[config.mk]
export PLATFORM = sky130hd
export DESIGN_NAME = fetch_unit
export DESIGN_NICKNAME = d
export VERILOG_FILES = /design/src/rtl/fetch_pkg.sv /design/src/rtl/fetch_unit_pc_register.sv /design/src/rtl/fetch_unit.sv
export SDC_FILE = /design/constraint.sdc
export NUM_CORES = 1
export LEC_CHECK = 0
export ABC_CLOCK_PERIOD_IN_PS = 2200
export CORE_UTILIZATION = 40
export CTS_CLUSTER_SIZE = 16
export DETAILED_ROUTE_END_ITERATION = 8
export GPL_ROUTABILITY_DRIVEN = 0
export GPL_TIMING_DRIVEN = 1
export PLACE_DENSITY = 0.75
export SYNTH_ARGS = -nofsm -noshare
export SYNTH_HDL_FRONTEND = slang
export SYNTH_SLANG_ARGS = --single-unit
export TNS_END_PERCENT = 50
[constraint.sdc]
create_clock -name clk -period 2.2 [get_ports clk]
set_input_delay 0.22 -clock clk [delete_from_list [all_inputs] [get_ports clk]]
set_output_delay 0.22 -clock clk [all_outputs]
set_load 0.1 [all_outputs]
[src/rtl/fetch_pkg.sv]
// Shared types and constants for the instruction-fetch stage.
//   fetch_state_t  : FETCH (request in flight), HOLD (word buffered), KILL (wrong-path request outstanding)
//   ifid_payload_t : instruction + PC+4 pair written into IF/ID
package fetch_pkg;

  localparam int unsigned XLEN = 32;

  localparam logic [XLEN-1:0] PC_STEP   = 32'd4;
  localparam logic [XLEN-1:0] RESET_PC  = 32'h0000_0000;
  localparam logic [XLEN-1:0] NOP_INSTR = 32'h0000_0013;

  typedef enum logic [1:0] {
    FETCH = 2'd0,
    HOLD  = 2'd1,
    KILL  = 2'd2
  } fetch_state_t;

  typedef struct packed {
    logic [XLEN-1:0] ir;
    logic [XLEN-1:0] next_pc;
  } ifid_payload_t;

  // Word-align a redirect target; the two low bits are don't-care.
  function automatic logic [XLEN-1:0] align_pc(input logic [XLEN-1:0] addr);
    return addr & ~XLEN'(3);
  endfunction

endpackage

[src/rtl/fetch_unit_pc_register.sv]
// Program counter register.
//   clk, rst_n : clock, async active-low reset (resets to RESET_PC)
//   load       : capture d on the rising edge
//   d, q       : next / current PC
module pc_register
  import fetch_pkg::*;
(
  input  logic            clk,
  input  logic            rst_n,
  input  logic            load,
  input  logic [XLEN-1:0] d,
  output logic [XLEN-1:0] q
);

  always_ff @(posedge clk or negedge rst_n) begin
    if (!rst_n) begin
      q <= RESET_PC;
    end else if (load) begin
      q <= d;
    end
  end

endmodule

[src/rtl/fetch_unit.sv]
// Instruction-fetch stage: owns the PC, runs one outstanding imem request at a
// time and feeds IF/ID with either a valid instruction or a NOP bubble.
//   clk, reset           : clock, async active-low reset
//   stall                : IF/ID must hold
//   redirect, redirect_pc: taken branch/jump and its target
//   imem_req, imem_addr  : fetch request / address (always the PC)
//   imem_ack, imem_rdata : memory response
//   ifid_write           : IF/ID write enable
//   next_PC_out, ir_out  : PC+4 and instruction (or NOP_INSTR / 0 for a bubble)
// Outputs are combinational so IF/ID captures them on the same edge the PC moves.
module fetch_unit
  import fetch_pkg::*;
(
  input  logic            clk,
  input  logic            reset,
  input  logic            stall,
  input  logic            redirect,
  input  logic [XLEN-1:0] redirect_pc,
  output logic            imem_req,
  output logic [XLEN-1:0] imem_addr,
  input  logic            imem_ack,
  input  logic [XLEN-1:0] imem_rdata,
  output logic            ifid_write,
  output logic [XLEN-1:0] next_PC_out,
  output logic [XLEN-1:0] ir_out
);

  fetch_state_t    state_q, state_d;
  logic [XLEN-1:0] pc_q, pc_d;
  logic            pc_load;
  logic [XLEN-1:0] buf_q, buf_d;
  logic [XLEN-1:0] tgt_q, tgt_d;
  logic [XLEN-1:0] pc_plus4;
  logic [XLEN-1:0] target;
  ifid_payload_t   payload;

  pc_register u_pc (
    .clk   (clk),
    .rst_n (reset),
    .load  (pc_load),
    .d     (pc_d),
    .q     (pc_q)
  );

  // State, instruction buffer and pending redirect target.
  always_ff @(posedge clk or negedge reset) begin
    if (!reset) begin
      state_q <= FETCH;
      buf_q   <= '0;
      tgt_q   <= '0;
    end else begin
      state_q <= state_d;
      buf_q   <= buf_d;
      tgt_q   <= tgt_d;
    end
  end

  // Next-state, PC update and IF/ID output mux.
  always_comb begin
    state_d    = state_q;
    pc_load    = 1'b0;
    pc_d       = pc_q;
    buf_d      = buf_q;
    tgt_d      = tgt_q;
    imem_req   = 1'b0;
    ifid_write = redirect | ~stall;
    payload    = '{ir: NOP_INSTR, next_pc: '0};
    pc_plus4   = pc_q + PC_STEP;
    target     = align_pc(redirect_pc);

    case (state_q)
      FETCH: begin
        imem_req = 1'b1;
        if (redirect) begin
          // Without ack the wrong-path request must still be drained.
          if (imem_ack) begin
            pc_load = 1'b1;
            pc_d    = target;
          end else begin
            tgt_d   = target;
            state_d = KILL;
          end
        end else if (imem_ack) begin
          if (!stall) begin
            payload = '{ir: imem_rdata, next_pc: pc_plus4};
            pc_load = 1'b1;
            pc_d    = pc_plus4;
          end else begin
            buf_d   = imem_rdata;
            state_d = HOLD;
          end
        end
      end

      HOLD: begin
        if (redirect) begin
          pc_load = 1'b1;
          pc_d    = target;
          state_d = FETCH;
        end else if (!stall) begin
          payload = '{ir: buf_q, next_pc: pc_plus4};
          pc_load = 1'b1;
          pc_d    = pc_plus4;
          state_d = FETCH;
        end
      end

      KILL: begin
        imem_req = 1'b1;
        if (imem_ack) begin
          // A redirect arriving with the ack beats the stored target.
          pc_load = 1'b1;
          pc_d    = redirect ? target : tgt_q;
          state_d = FETCH;
        end else if (redirect) begin
          tgt_d = target;
        end
      end

      default: begin
        state_d = FETCH;
      end
    endcase

    // Outputs held at their reset values while reset is asserted.
    if (!reset) begin
      imem_req   = 1'b0;
      ifid_write = 1'b0;
      payload    = '{ir: NOP_INSTR, next_pc: '0};
    end
  end

  assign imem_addr   = pc_q;
  assign ir_out      = payload.ir;
  assign next_PC_out = payload.next_pc;

endmodule

-- Yosys cells after proc, flatten, opt, wreduce, memory -nomap -nowiden
Cells that the tools add are included.
Widths: inputs -> output; s select.
- flip-flop bits (word level): 98
- bits of input ports: 69
- word-level logic and storage cells: 63
- add/sub/neg operators: 1
- equal/unequal tests: 11
- mux-type cells: 36
- bitwise gates (word level): 3
- reduce and logical (&&, ||, !) cells: 8
- operator list (kind ; count):
    $mux 64 ; 6
    $mux 32 ; 10
    $pmux 64 s2 ; 1
    $pmux 32 s3 ; 1
    $pmux 32 s2 ; 1
    $add 32x3->32 const B ; 1
    $mux 2 ; 7
    $ne 3x3->1 const B ; 4
    $reduce_and 4->1 ; 3
    $ne 2x2->1 const B ; 5
    $mux 1 ; 8
    $pmux 2 s3 ; 1
    $reduce_and 5->1 ; 1
    $pmux 1 s3 ; 1
    $reduce_bool 3->1 ; 1
    $eq 2x1->1 const B ; 1
    $eq 2x2->1 const B ; 1
    $logic_not 2->1 ; 1
    $not 1->1 ; 2
    $reduce_bool 2->1 ; 1
    $reduce_or 2->1 ; 1
    $or 1x1->1 ; 1

-- Depth between registers and ports, before layout
- word-level depth: 6
- depth in mapped cells: 8
- mapped depth without buffers: 6

-- Cells and area by module
Synthesis repeated with hierarchy kept, for this count alone.
- cells, all modules: 873
- area total of the unflattened synthesis: 7711.1 um^2
- by module, submodules not included (module ; times used ; cells each ; area an instance (um^2)):
    fetch_unit ; 1 ; 805 ; 6366.1
    pc_register ; 1 ; 68 ; 1345.0

-- Worst setup path before layout
No wires, ideal clock.
- kind: reg-to-output
- start: register u_pc.q[2]
- end: output next_PC_out[16]
- arrival: 3565 ps
- path slack: -1585 ps
- stages on the path, launching flop included: 7
- cell sequence: dfrtp_1 > ha_1 > nand2_1 > nor3_1 > nor3b_1 > xnor2_1 > nor2_1
- word-level cells in the longest chain between the ends: 6
- elaborated cells between the ends (all ways): 8
- classes of those cells: add/sub: 1; mux: 7
- ends and longest elaborated chain (element ; RTL line ; text):
    start, declared ; fetch_unit_pc_register.sv:12 ; output logic [XLEN-1:0] q
    start signal, assigned ; fetch_unit_pc_register.sv:17 ; q <= RESET_PC;
    start signal, assigned ; fetch_unit_pc_register.sv:19 ; q <= d;
    $add 32x3->32 (*) ; fetch_unit.sv:68 ; pc_plus4 = pc_q + PC_STEP;
    $mux 64 ; fetch_unit.sv:84 ; if (!stall) begin
    $mux 64 ; fetch_unit.sv:83 ; end else if (imem_ack) begin
    $mux 64 ; fetch_unit.sv:74 ; if (redirect) begin
    $pmux 64 s2 (*) ; fetch_unit.sv:71 ; case (state_q)
    $mux 64 (*) ; fetch_unit.sv:126 ; if (!reset) begin
    end, declared ; fetch_unit.sv:24 ; output logic [XLEN-1:0] next_PC_out,
Mark *: on every way between the ends. The rest lies on a longest branch, timed or not.

-- Final worst setup path
- start: register u_pc.q[2]
- end: output next_PC_out[11]
The elaborated chain is that of the path after synthesis.

==> results.toml <==
[logic_synthesis]
synth_top_area_share_pct = 43.9
synth_most_common_cell = "dfrtp_1"
synthFlopType = "dfrtp_1"
synth_area_um2 = 5580
synthCells = 602
async_reset_ff_share_pct = 100
synth_nets = 672
synth_edf_count = 0
ys_seq_area_share_pct = 43.9
synth_area_leader_cell = "dfrtp_1"
synth_common_cells = "dfrtp_1, nor2_1, mux2_2"
synth_area_leaders = "dfrtp_1, mux2_2, nor2_1, a22oi_1, a21oi_1"
yosys_warnings = 0
syn_avg_cell_area_um2 = 9.28
ys_types = 48
ys_seq_elements = 98

[worst_setup_path]
worstSetupPathType = "reg -> out"
crit_buf_inv = 4
ff2ff_path_depth = 8
ff2ff_setup_slack_ns = 0.09
startpoint_type = "register"
cpMaxStageDelayCell = "dfrtp_4"
cp.arrival_ns = 2.20
r2r_end = "u_pc.q[25]"
cp_cell_sequence = "buf_4 > nand4_1 > nor2_4 > buf_4 > buf_6 > nand2_2 > xor2_1 > nor2_4 > buf_12"
r2r-start = "u_pc.q[2]"
worst_ep_required_time_ns = 1.98
cp-end-kind = "primary output"
crit_path_max_incr_delay_ns = 0.43
startpoint = "u_pc.q[2]"
cp_top_family = "simple AND/OR/NAND/NOR gates"
critPathMaxFanout = 7

[route]
viasPerCell = 5.72
drcViolationCount = 0
detail-route-antenna-nets = 0
vias = 5720
drtPass1Iterations = 5
drt_iter0_markers = 417
wl_per_cell_um = 18.9
drt_wl_total_um = 18900

[floorplan]
die_h_um = 120
initial_core_util_pct = 41.5
rows = 42
io_pins = 167
core-area_um2 = 13500
dieArea_um2 = 14400
die_x_um = 120

[global_routing]
gr-usage-met2_pct = 46.4
busiest_layer = "met2"
grt_overflow_total = 0
grt_max_degree = 74
antenna_found_initial = 0
gr-usage-met1_pct = 30.7
grtUsageMet3_pct = 7.98
grt_pass1_vias = 5877
grt_use_total_pct = 26.6
grt_first_pass_wirelength_um = 30000

[timing]
clock_skew_ns = 0.00785
setup_slack_ns = -0.223
rsz0062_at_grt = "yes"
setup_violations = 22
drv_slew = 0
finalHoldViolations = 0
period_needed_ns = 2.42
worstMarginPinSlew_ns = 0.967
period_share_pct = 110
fmax_mhz = 413
maxSlewHeadroom_pct = 35.5
final.setup.tns_ns = -3.04

[layout]
antennaDiodeCount = 0
final_cells = 1000
fillers = 962
syn2layout_area_growth_pct = 73.8
nets = 889
drive_above_1_share_pct = 48.4
utilization_pct = 72.1

[worst_hold_path]
hold_path_class = "in -> reg"
min_to = "u_pc.q[1]"
min_from = "redirect"
hold_depth = 3

[placement]
dp.cells = 932
hpwl_um = 12400
port_buffers = 164

[power_and_ir_drop]
ir_worst_vdd_uv = 335
power.density_nw_per_um2 = 722
p_leak_nw = 3.88
totalPowerFinal_w = 0.00701

[clock_tree]
cts-buffers-inserted = 9
insertion_delay_ns = 0.35
htreeDepth = 3
clock_tree.buffer_depth = 2
cts.clk_slew.worst_paths_ns = 0.07
cts_sinks = 98
cts_root_buf = "clkbuf_16"
cts_tree = "done"

[run_status]
status = "complete, but fails checks"
violations = "negative setup slack"

[job]
drv_cap = 0
## what timing repair did
action                                  CTS  global route
hold buffers                              1             0
gates resized for setup                  23            21
endpoints found under the setup margin   29            56
pin swaps                                22            30
gates cloned                              0             0
endpoints found under the hold margin    25             0
buffers inserted                         34            21
## tightest hold or removal path, cell delays in order
cell     delay, ns
buf_2         0.14
buf_4         0.22
o21ai_0       0.11
## metrics by stage
stage | setup slack, ns | hold WS [ns] | instance area (um^2)
5_1_grt | -0.289 | 0.418 | 9710
4_1_cts | -0.189 | 0.345 | 9460
6_report | -0.223 | 0.386 | 9710
2_1_floorplan | -0.331 | -0.0756 | 6170
3_5_place_dp | 0.0227 | 0.303 | 8750
3_3_place_gp | 0.0838 | 0.303 | 8750
## worst max-delay path by stage
| stage | to | slack (ns) | cells after the start |
|---|---|---|---|
| floorplan | next_PC_out[4] | -0.33 | 5 |
| global placement | next_PC_out[30] | 0.08 | 8 |
| detailed placement | next_PC_out[30] | 0.02 | 8 |
| CTS | next_PC_out[30] | -0.19 | 8 |
| global route | next_PC_out[27] | -0.29 | 8 |
| finish | next_PC_out[11] | -0.22 | 9 |
## layout by cell type (no fill, tap or decap), types with 10 or more instances in the layout
cell type and instances:
nor2_1 21, o21ai_0 30, clkdlybuf4s50_1 64, a22oi_1 29, mux2_2 62, o22ai_1 12, nor2_2 20, buf_4 106
inv_1 16, and3_1 16, nand2_1 40, buf_12 73, dfrtp_1 71, xnor2_2 16, nor2_4 42, nand3_1 10
a21oi_1 38, dfrtp_4 18
## registers in the layout, indices dropped and copies added, names as in the netlist
signal / flops
buf_q: 32
tgt_q: 32
state_q: 2
u_pc.q: 32
## per-layer routing
layer  vias up  wire length, um  part of all wire (%)
met5         -                0                     0
met4         0              300                   1.6
met3        26             1710                   9.1
met2       267             9710                    51
met1      2834             7170                    38
li1       2593                -                     -
## cell families (layout without fill, tap and decap cells)
kind of cell | after synthesis | in the layout | share of synthesized area [%]
simple gates | 201 | 201 | 17.2
compound gates | 152 | 152 | 17.6
flops | 98 | 98 | 43.9
mux | 62 | 62 | 12.5
buf+inv | 60 | 282 | 4.17
xor+xnor | 28 | 28 | 4.39
fa+ha+maj | 1 | 1 | 0.224
## report_power, final
| group | leakage [nW] | internal [W] | switching, W |
|---|---|---|---|
| logic | 2.58 | 0.000969 | 0.00186 |
| clock network | 0.147 | 0.000944 | 0.000682 |
| registers | 1.15 | 0.00221 | 0.000341 |
| total | 3.88 | 0.00413 | 0.00288 |
## cell type report
type | count | area [um^2] | share of cell area, %
clock buffers | 14 | 264 | 2.72
multi-input cells | 444 | 3630 | 37.4
repair buffers | 250 | 2970 | 30.6
inverters | 16 | 60.1 | 0.619
flip-flops and latches | 98 | 2530 | 26.1
clock inverters | 2 | 35.0 | 0.361
well taps | 176 | 220 | 2.27
Power figures use the tool's default switching activity.
